### config.mk
export PLATFORM = sky130hd
export DESIGN_NAME = cpu_control_unit_flat
export DESIGN_NICKNAME = d
export VERILOG_FILES = /design/src/rtl/cpu_control_unit_if.sv /design/src/rtl/cpu_control_unit.sv /design/src/flat_wrapper.sv
export SDC_FILE = /design/constraint.sdc
export NUM_CORES = 1
export LEC_CHECK = 0
export CORE_MARGIN = 8
export CORE_UTILIZATION = 46
export DETAILED_ROUTE_END_ITERATION = 10
export PLACE_DENSITY = 0.81
export SLEW_MARGIN = 20
export SYNTH_ARGS = -nofsm -noshare
export SYNTH_HDL_FRONTEND = slang
export SYNTH_SLANG_ARGS = --single-unit
### constraint.sdc
create_clock -name clk -period 2.5 [get_ports clk]
set_clock_uncertainty 0.05 [all_clocks]
set_input_delay 0.25 -clock clk [delete_from_list [all_inputs] [get_ports clk]]
set_output_delay 0.25 -clock clk [all_outputs]
set_load 0.02 [all_outputs]
### src/rtl/cpu_control_unit_if.sv
// cpu_control_unit_if: control-unit bus to instruction memory, data memory and datapath
interface cpu_control_unit_if #(
  parameter int BUS_SIZE      = 16,
  parameter int ADDRESS_WIDTH = 4,
  parameter int FS_WIDTH      = 3
);
  logic                     instr_req;
  logic [BUS_SIZE-1:0]      instr_addr;
  logic                     instr_ready;
  logic [BUS_SIZE-1:0]      instr_data;
  logic                     mem_read;
  logic                     mem_write;
  logic                     mem_ready;
  logic [BUS_SIZE-1:0]      Dout;
  logic [ADDRESS_WIDTH-1:0] DA;
  logic [ADDRESS_WIDTH-1:0] AA;
  logic [ADDRESS_WIDTH-1:0] BA;
  logic [FS_WIDTH-1:0]      FS;
  logic                     MB;
  logic [1:0]               resultSource;
  logic                     RW;
  logic [BUS_SIZE-1:0]      PC;
  logic                     halted;
  modport master (
    output instr_req, instr_addr, mem_read, mem_write, DA, AA, BA, FS, MB, resultSource, RW, PC, halted,
    input  instr_ready, instr_data, mem_ready, Dout
  );
  modport slave (
    input  instr_req, instr_addr, mem_read, mem_write, DA, AA, BA, FS, MB, resultSource, RW, PC, halted,
    output instr_ready, instr_data, mem_ready, Dout
  );
endinterface

### src/rtl/cpu_control_unit.sv
// cpu_control_unit: multi-cycle fetch/decode/execute sequencer driving cpuDatapath
module cpu_control_unit #(
  parameter int                  BUS_SIZE      = 16,
  parameter int                  ADDRESS_WIDTH = 4,
  parameter int                  FS_WIDTH      = 3,
  parameter logic [BUS_SIZE-1:0] RESET_PC      = '0
) (
  input logic               clk,
  input logic               reset,
  cpu_control_unit_if.master bus
);
  typedef enum logic [2:0] {FETCH, DECODE, EXECUTE, MEM, HALT} state_e;
  state_e              state_q;
  logic [BUS_SIZE-1:0] pc_q;
  logic [BUS_SIZE-1:0] ir_q;
  logic [BUS_SIZE-1:0] off;
  logic [BUS_SIZE-1:0] pc_inc;
  logic [3:0]          op;
  logic                take;
  logic                writes;
  assign op     = ir_q[15:12];
  assign off    = {{(BUS_SIZE-8){ir_q[7]}}, ir_q[7:0]};
  assign pc_inc = pc_q + BUS_SIZE'(1);
  assign take   = (op == 4'hC && bus.Dout == '0) || (op == 4'hD && bus.Dout != '0);
  assign writes = op <= 4'h9 || op == 4'hE;
  assign bus.instr_req    = state_q == FETCH;
  assign bus.instr_addr   = pc_q;
  assign bus.mem_read     = state_q == MEM && op == 4'hA;
  assign bus.mem_write    = state_q == MEM && op == 4'hB;
  assign bus.halted       = state_q == HALT;
  assign bus.RW           = (state_q == EXECUTE && writes) || (bus.mem_read && bus.mem_ready);
  assign bus.DA           = ir_q[11:8];
  assign bus.AA           = ir_q[7:4];
  assign bus.BA           = ir_q[3:0];
  assign bus.FS           = op[3] ? '0 : FS_WIDTH'(op[2:0]);
  assign bus.MB           = op == 4'h8;
  assign bus.resultSource = op == 4'h9 ? 2'd3 : op == 4'hA ? 2'd2 : op == 4'hE ? 2'd1 : 2'd0;
  assign bus.PC           = pc_inc;
  always_ff @(posedge clk) begin
    if (reset) begin
      state_q <= FETCH;
      pc_q    <= RESET_PC;
      ir_q    <= '0;
    end else begin
      case (state_q)
        FETCH: if (bus.instr_ready) begin
          ir_q    <= bus.instr_data;
          state_q <= DECODE;
        end
        DECODE: state_q <= EXECUTE;
        EXECUTE: begin
          state_q <= op == 4'hF ? HALT : (op == 4'hA || op == 4'hB) ? MEM : FETCH;
          if (op != 4'hA && op != 4'hB && op != 4'hF) pc_q <= (op == 4'hE || take) ? pc_q + off : pc_inc;
        end
        MEM: if (bus.mem_ready) begin
          pc_q    <= pc_inc;
          state_q <= FETCH;
        end
        HALT: state_q <= HALT;
        default: state_q <= FETCH;
      endcase
    end
  end
endmodule

### src/flat_wrapper.sv
// flat-port wrapper written by rule: the top's interface ports become plain ports
module cpu_control_unit_flat 
#(
  parameter int                  BUS_SIZE      = 16,
  parameter int                  ADDRESS_WIDTH = 4,
  parameter int                  FS_WIDTH      = 3,
  parameter logic [BUS_SIZE-1:0] RESET_PC      = '0
)
  (clk, reset, bus_instr_req, bus_instr_addr, bus_mem_read, bus_mem_write, bus_DA, bus_AA, bus_BA, bus_FS, bus_MB, bus_resultSource, bus_RW, bus_PC, bus_halted, bus_instr_ready, bus_instr_data, bus_mem_ready, bus_Dout);
  cpu_control_unit_if #(.BUS_SIZE(BUS_SIZE), .ADDRESS_WIDTH(ADDRESS_WIDTH), .FS_WIDTH(FS_WIDTH)) bus_i ();
  input logic clk;
  input logic reset;
  output wire logic [$bits(bus_i.instr_req)-1:0] bus_instr_req;
  output wire logic [$bits(bus_i.instr_addr)-1:0] bus_instr_addr;
  output wire logic [$bits(bus_i.mem_read)-1:0] bus_mem_read;
  output wire logic [$bits(bus_i.mem_write)-1:0] bus_mem_write;
  output wire logic [$bits(bus_i.DA)-1:0] bus_DA;
  output wire logic [$bits(bus_i.AA)-1:0] bus_AA;
  output wire logic [$bits(bus_i.BA)-1:0] bus_BA;
  output wire logic [$bits(bus_i.FS)-1:0] bus_FS;
  output wire logic [$bits(bus_i.MB)-1:0] bus_MB;
  output wire logic [$bits(bus_i.resultSource)-1:0] bus_resultSource;
  output wire logic [$bits(bus_i.RW)-1:0] bus_RW;
  output wire logic [$bits(bus_i.PC)-1:0] bus_PC;
  output wire logic [$bits(bus_i.halted)-1:0] bus_halted;
  input wire logic [$bits(bus_i.instr_ready)-1:0] bus_instr_ready;
  input wire logic [$bits(bus_i.instr_data)-1:0] bus_instr_data;
  input wire logic [$bits(bus_i.mem_ready)-1:0] bus_mem_ready;
  input wire logic [$bits(bus_i.Dout)-1:0] bus_Dout;
  assign bus_instr_req = bus_i.instr_req;
  assign bus_instr_addr = bus_i.instr_addr;
  assign bus_mem_read = bus_i.mem_read;
  assign bus_mem_write = bus_i.mem_write;
  assign bus_DA = bus_i.DA;
  assign bus_AA = bus_i.AA;
  assign bus_BA = bus_i.BA;
  assign bus_FS = bus_i.FS;
  assign bus_MB = bus_i.MB;
  assign bus_resultSource = bus_i.resultSource;
  assign bus_RW = bus_i.RW;
  assign bus_PC = bus_i.PC;
  assign bus_halted = bus_i.halted;
  assign bus_i.instr_ready = bus_instr_ready;
  assign bus_i.instr_data = bus_instr_data;
  assign bus_i.mem_ready = bus_mem_ready;
  assign bus_i.Dout = bus_Dout;
  cpu_control_unit #(.BUS_SIZE(BUS_SIZE), .ADDRESS_WIDTH(ADDRESS_WIDTH), .FS_WIDTH(FS_WIDTH), .RESET_PC(RESET_PC)) u_core (.clk(clk), .reset(reset), .bus(bus_i));
endmodule
==> flow_summary.json <==
{
  "grt_pass1_vias": 2870,
  "rsz0062_at_grt": "no",
  "mostFrequentLayoutCell": "clkdlybuf4s50_1",
  "dr.pass1.iters": 4,
  "dieWidth_um": 92.7,
  "clk-insertion-delay-late_ps": 300,
  "place_congestion": 0.881,
  "hpwl_um": 6270,
  "synth.net_count": 409,
  "avgRoutedWirePerCell_um": 15.8,
  "period_minus_slack_ps": 2440,
  "arrival_ps": 2140,
  "finalCritPeriodShare": 0.975,
  "netSwitchingFraction": 0.279,
  "slowest_delay_ps": 640,
  "row_count": 28,
  "pin_count": 91,
  "p_int_uw": 1020,
  "initial_core_util": 0.466,
  "core_area_sq_mm": 0.00582,
  "ant_nets": 0,
  "syn_inst": 356,
  "dieArea_sq_mm": 0.00860,
  "final_cell_mix": "clkdlybuf4s50_1, nand2_1, dfxtp_1, a21oi_1, nor2_1",
  "routed_via_density": 5.71,
  "grt_max_degree": 17,
  "cts_buffers": 5,
  "cts_root_buf": "clkbuf_8",
  "seq_power_share": 0.430,
  "comb_power_share": 0.217,
  "pwr_density_cell_mw_per_mm2": 377,
  "p_sw_uw": 396,
  "path_max_fanout": 6,
  "maxCapViolCount": 0,
  "synth.distinct_cells": 52,
  "required_ps": 2200,
  "holdPathStages": 2,
  "crit_path_end_kind": "output port",
  "cts_tree": "built",
  "grt.total_usage": 0.181,
  "htreeDepth": 2,
  "cp_slowest_cell": "clkdlybuf4s50_1",
  "yosysWarnings": 0,
  "peakVddDrop_v": 0.000228,
  "drv_slew": 0,
  "fmax_mhz": 410,
  "ys_seq_area_frac": 0.259,
  "relSlewSlack": 0.607,
  "fin_nets": 490,
  "syn_to_final_growth_pct": 39.0,
  "num_antenna_cells": 0,
  "drtIter0Drc": 129,
  "yosys_register_bits": 35,
  "drive_gt1_frac": 0.0847,
  "start_kind": "register",
  "route.detailed.drc": 0,
  "grt_overflow_total": 0,
  "postSynthAreaPerCell_sq_um": 7.61,
  "critPathKind": "reg -> out",
  "fin_util": 0.647,
  "die_h_um": 92.7,
  "port_buffers": 90,
  "path_cells": "nand4_1 -> nor2_2 -> nand2_1 -> xnor2_1 -> clkdlybuf4s50_1",
  "r2r_cells": 7,
  "totalWireLength_um": 8100,
  "hold_viol": 0,
  "p_clk_frac": 0.353,
  "fillers": 532,
  "clkTransAtPathRegs_ps": 70,
  "syn-cell-area_sq_mm": 0.00271,
  "synth_edf_count": 0,
  "setup_violations": 0,
  "cts_buffer_depth": 2,
  "tns_ps": 0,
  "leakage_uw": 0.00154,
  "worst_hold_path_type": "reg -> reg",
  "antenna_found_initial": 0,
  "grt_pass1_wl_um": 13000,
  "cts_num_sinks": 35,
  "whs_ps": 404,
  "status": "complete, no violations",
  "async_flop_share": 0,
  "rrSetupSlack_ps": 160,
  "worstMarginPinSlew_ps": 587,
  "dr_total_vias": 2922,
  "synth_top_flop_cell": "dfxtp_1"
}
## Yosys cell counts, types with 2 or more instances
library cell | instances | share of area
and2_1 | 4 | 0.0092
buf_1 | 2 | 0.0028
a221o_1 | 2 | 0.0074
nand2b_1 | 6 | 0.014
ha_1 | 16 | 0.074
o31ai_1 | 5 | 0.014
xor2_1 | 12 | 0.039
or3_1 | 3 | 0.0069
nor3_1 | 10 | 0.018
a21oi_1 | 32 | 0.059
a211oi_1 | 4 | 0.011
buf_2 | 5 | 0.0092
and4_2 | 2 | 0.0074
nand3_1 | 18 | 0.033
and3_1 | 2 | 0.0046
and4_1 | 2 | 0.0065
a21o_1 | 5 | 0.014
clkbuf_1 | 11 | 0.015
a221oi_1 | 2 | 0.0065
nor3b_1 | 5 | 0.014
nand2_1 | 54 | 0.075
nor2b_1 | 4 | 0.0092
a32oi_1 | 9 | 0.029
dfxtp_1 | 35 | 0.26
nand4_1 | 6 | 0.014
nor2_1 | 22 | 0.030
mux2i_1 | 4 | 0.015
o21ai_0 | 9 | 0.017
a31oi_1 | 3 | 0.0069
inv_1 | 6 | 0.0083
buf_4 | 13 | 0.036
xnor2_1 | 13 | 0.042
nor4_1 | 8 | 0.018
o21a_1 | 4 | 0.011
## layer usage
metal | share of wire | up-vias | global-route usage | routed length, um
li1 | - | 1444 | - | -
met1 | 0.42 | 1367 | 0.207 | 3420
met2 | 0.50 | 101 | 0.322 | 4030
met3 | 0.072 | 10 | 0.0494 | 584
met4 | 0.0091 | 0 | 0.0470 | 74
met5 | 0 | - | 0 | 0
## sequential cells by signal, summed over array words and instances (netlist names)
| name | count |
|---|---|
| u_core.bus.instr_addr | 16 |
| u_core.ir_q | 16 |
| u_core.state_q | 3 |
## area by class of cell
cell class	count	area, sq um	share of cell area
multi-input cells	282	1820	0.483
well taps	75	93.8	0.0249
clock buffers	5	68.8	0.0183
flip-flops and latches	35	704	0.187
inverters	6	22.5	0.00598
repair buffers	107	1020	0.271
clock inverters	2	37.5	0.00997
## power by group through the flow
stage	clock (uW)	combinational, uW	sequential (uW)
floorplan	0	184	612
global placement	0	299	622
detailed placement	0	305	622
CTS	506	307	610
global route	529	334	614
finish	502	308	610
## through the flow
stage	instance area, sq um	std cells	setup slack [ps]	total power (uW)
finish	3760	512	62.0	1420
global route	3760	512	12.4	1480
CTS	3750	512	8.01	1420
detailed placement	3640	505	52.1	926
global placement	3640	505	133	920
floorplan	2710	356	120	796
## worst max-delay path, delay by kind of cell, from the launching register on
| family | cells | cell delay [ps] |
|---|---|---|
| xor gates and xnor gates | 1 | 190 |
| buffers and inverters | 1 | 640 |
| and+or+nand+nor | 3 | 550 |
| DFF | 1 | 480 |
## what timing repair did
item | CTS | global route
hold buffers | 0 | 0
resized for setup | 12 | 6
pin swaps | 0 | 2
endpoints found under the setup margin | 9 | 6
setup buffers | 0 | 0
## logic make-up after synthesis
kind of cell	synth area share
AO/OA/AOI/OAI	0.209
flip-flops	0.259
buffers and inverters	0.0776
AND/OR/NAND/NOR	0.272
multiplexers	0.0148
adder cells (fa/ha/maj)	0.0813
XOR/XNOR	0.0868
## path summary, 6_finish.rpt
| path | endpoint | from |
|---|---|---|
| setup reg to reg | u_core.bus.instr_addr[15] | u_core.bus.instr_addr[6] |
| setup / recovery | bus_PC[7] | u_core.bus.instr_addr[5] |
| hold / removal | u_core.ir_q[10] | u_core.ir_q[10] |
| hold reg to reg | u_core.ir_q[10] | u_core.ir_q[10] |
Note: power is estimated with default switching activity, not from simulation.
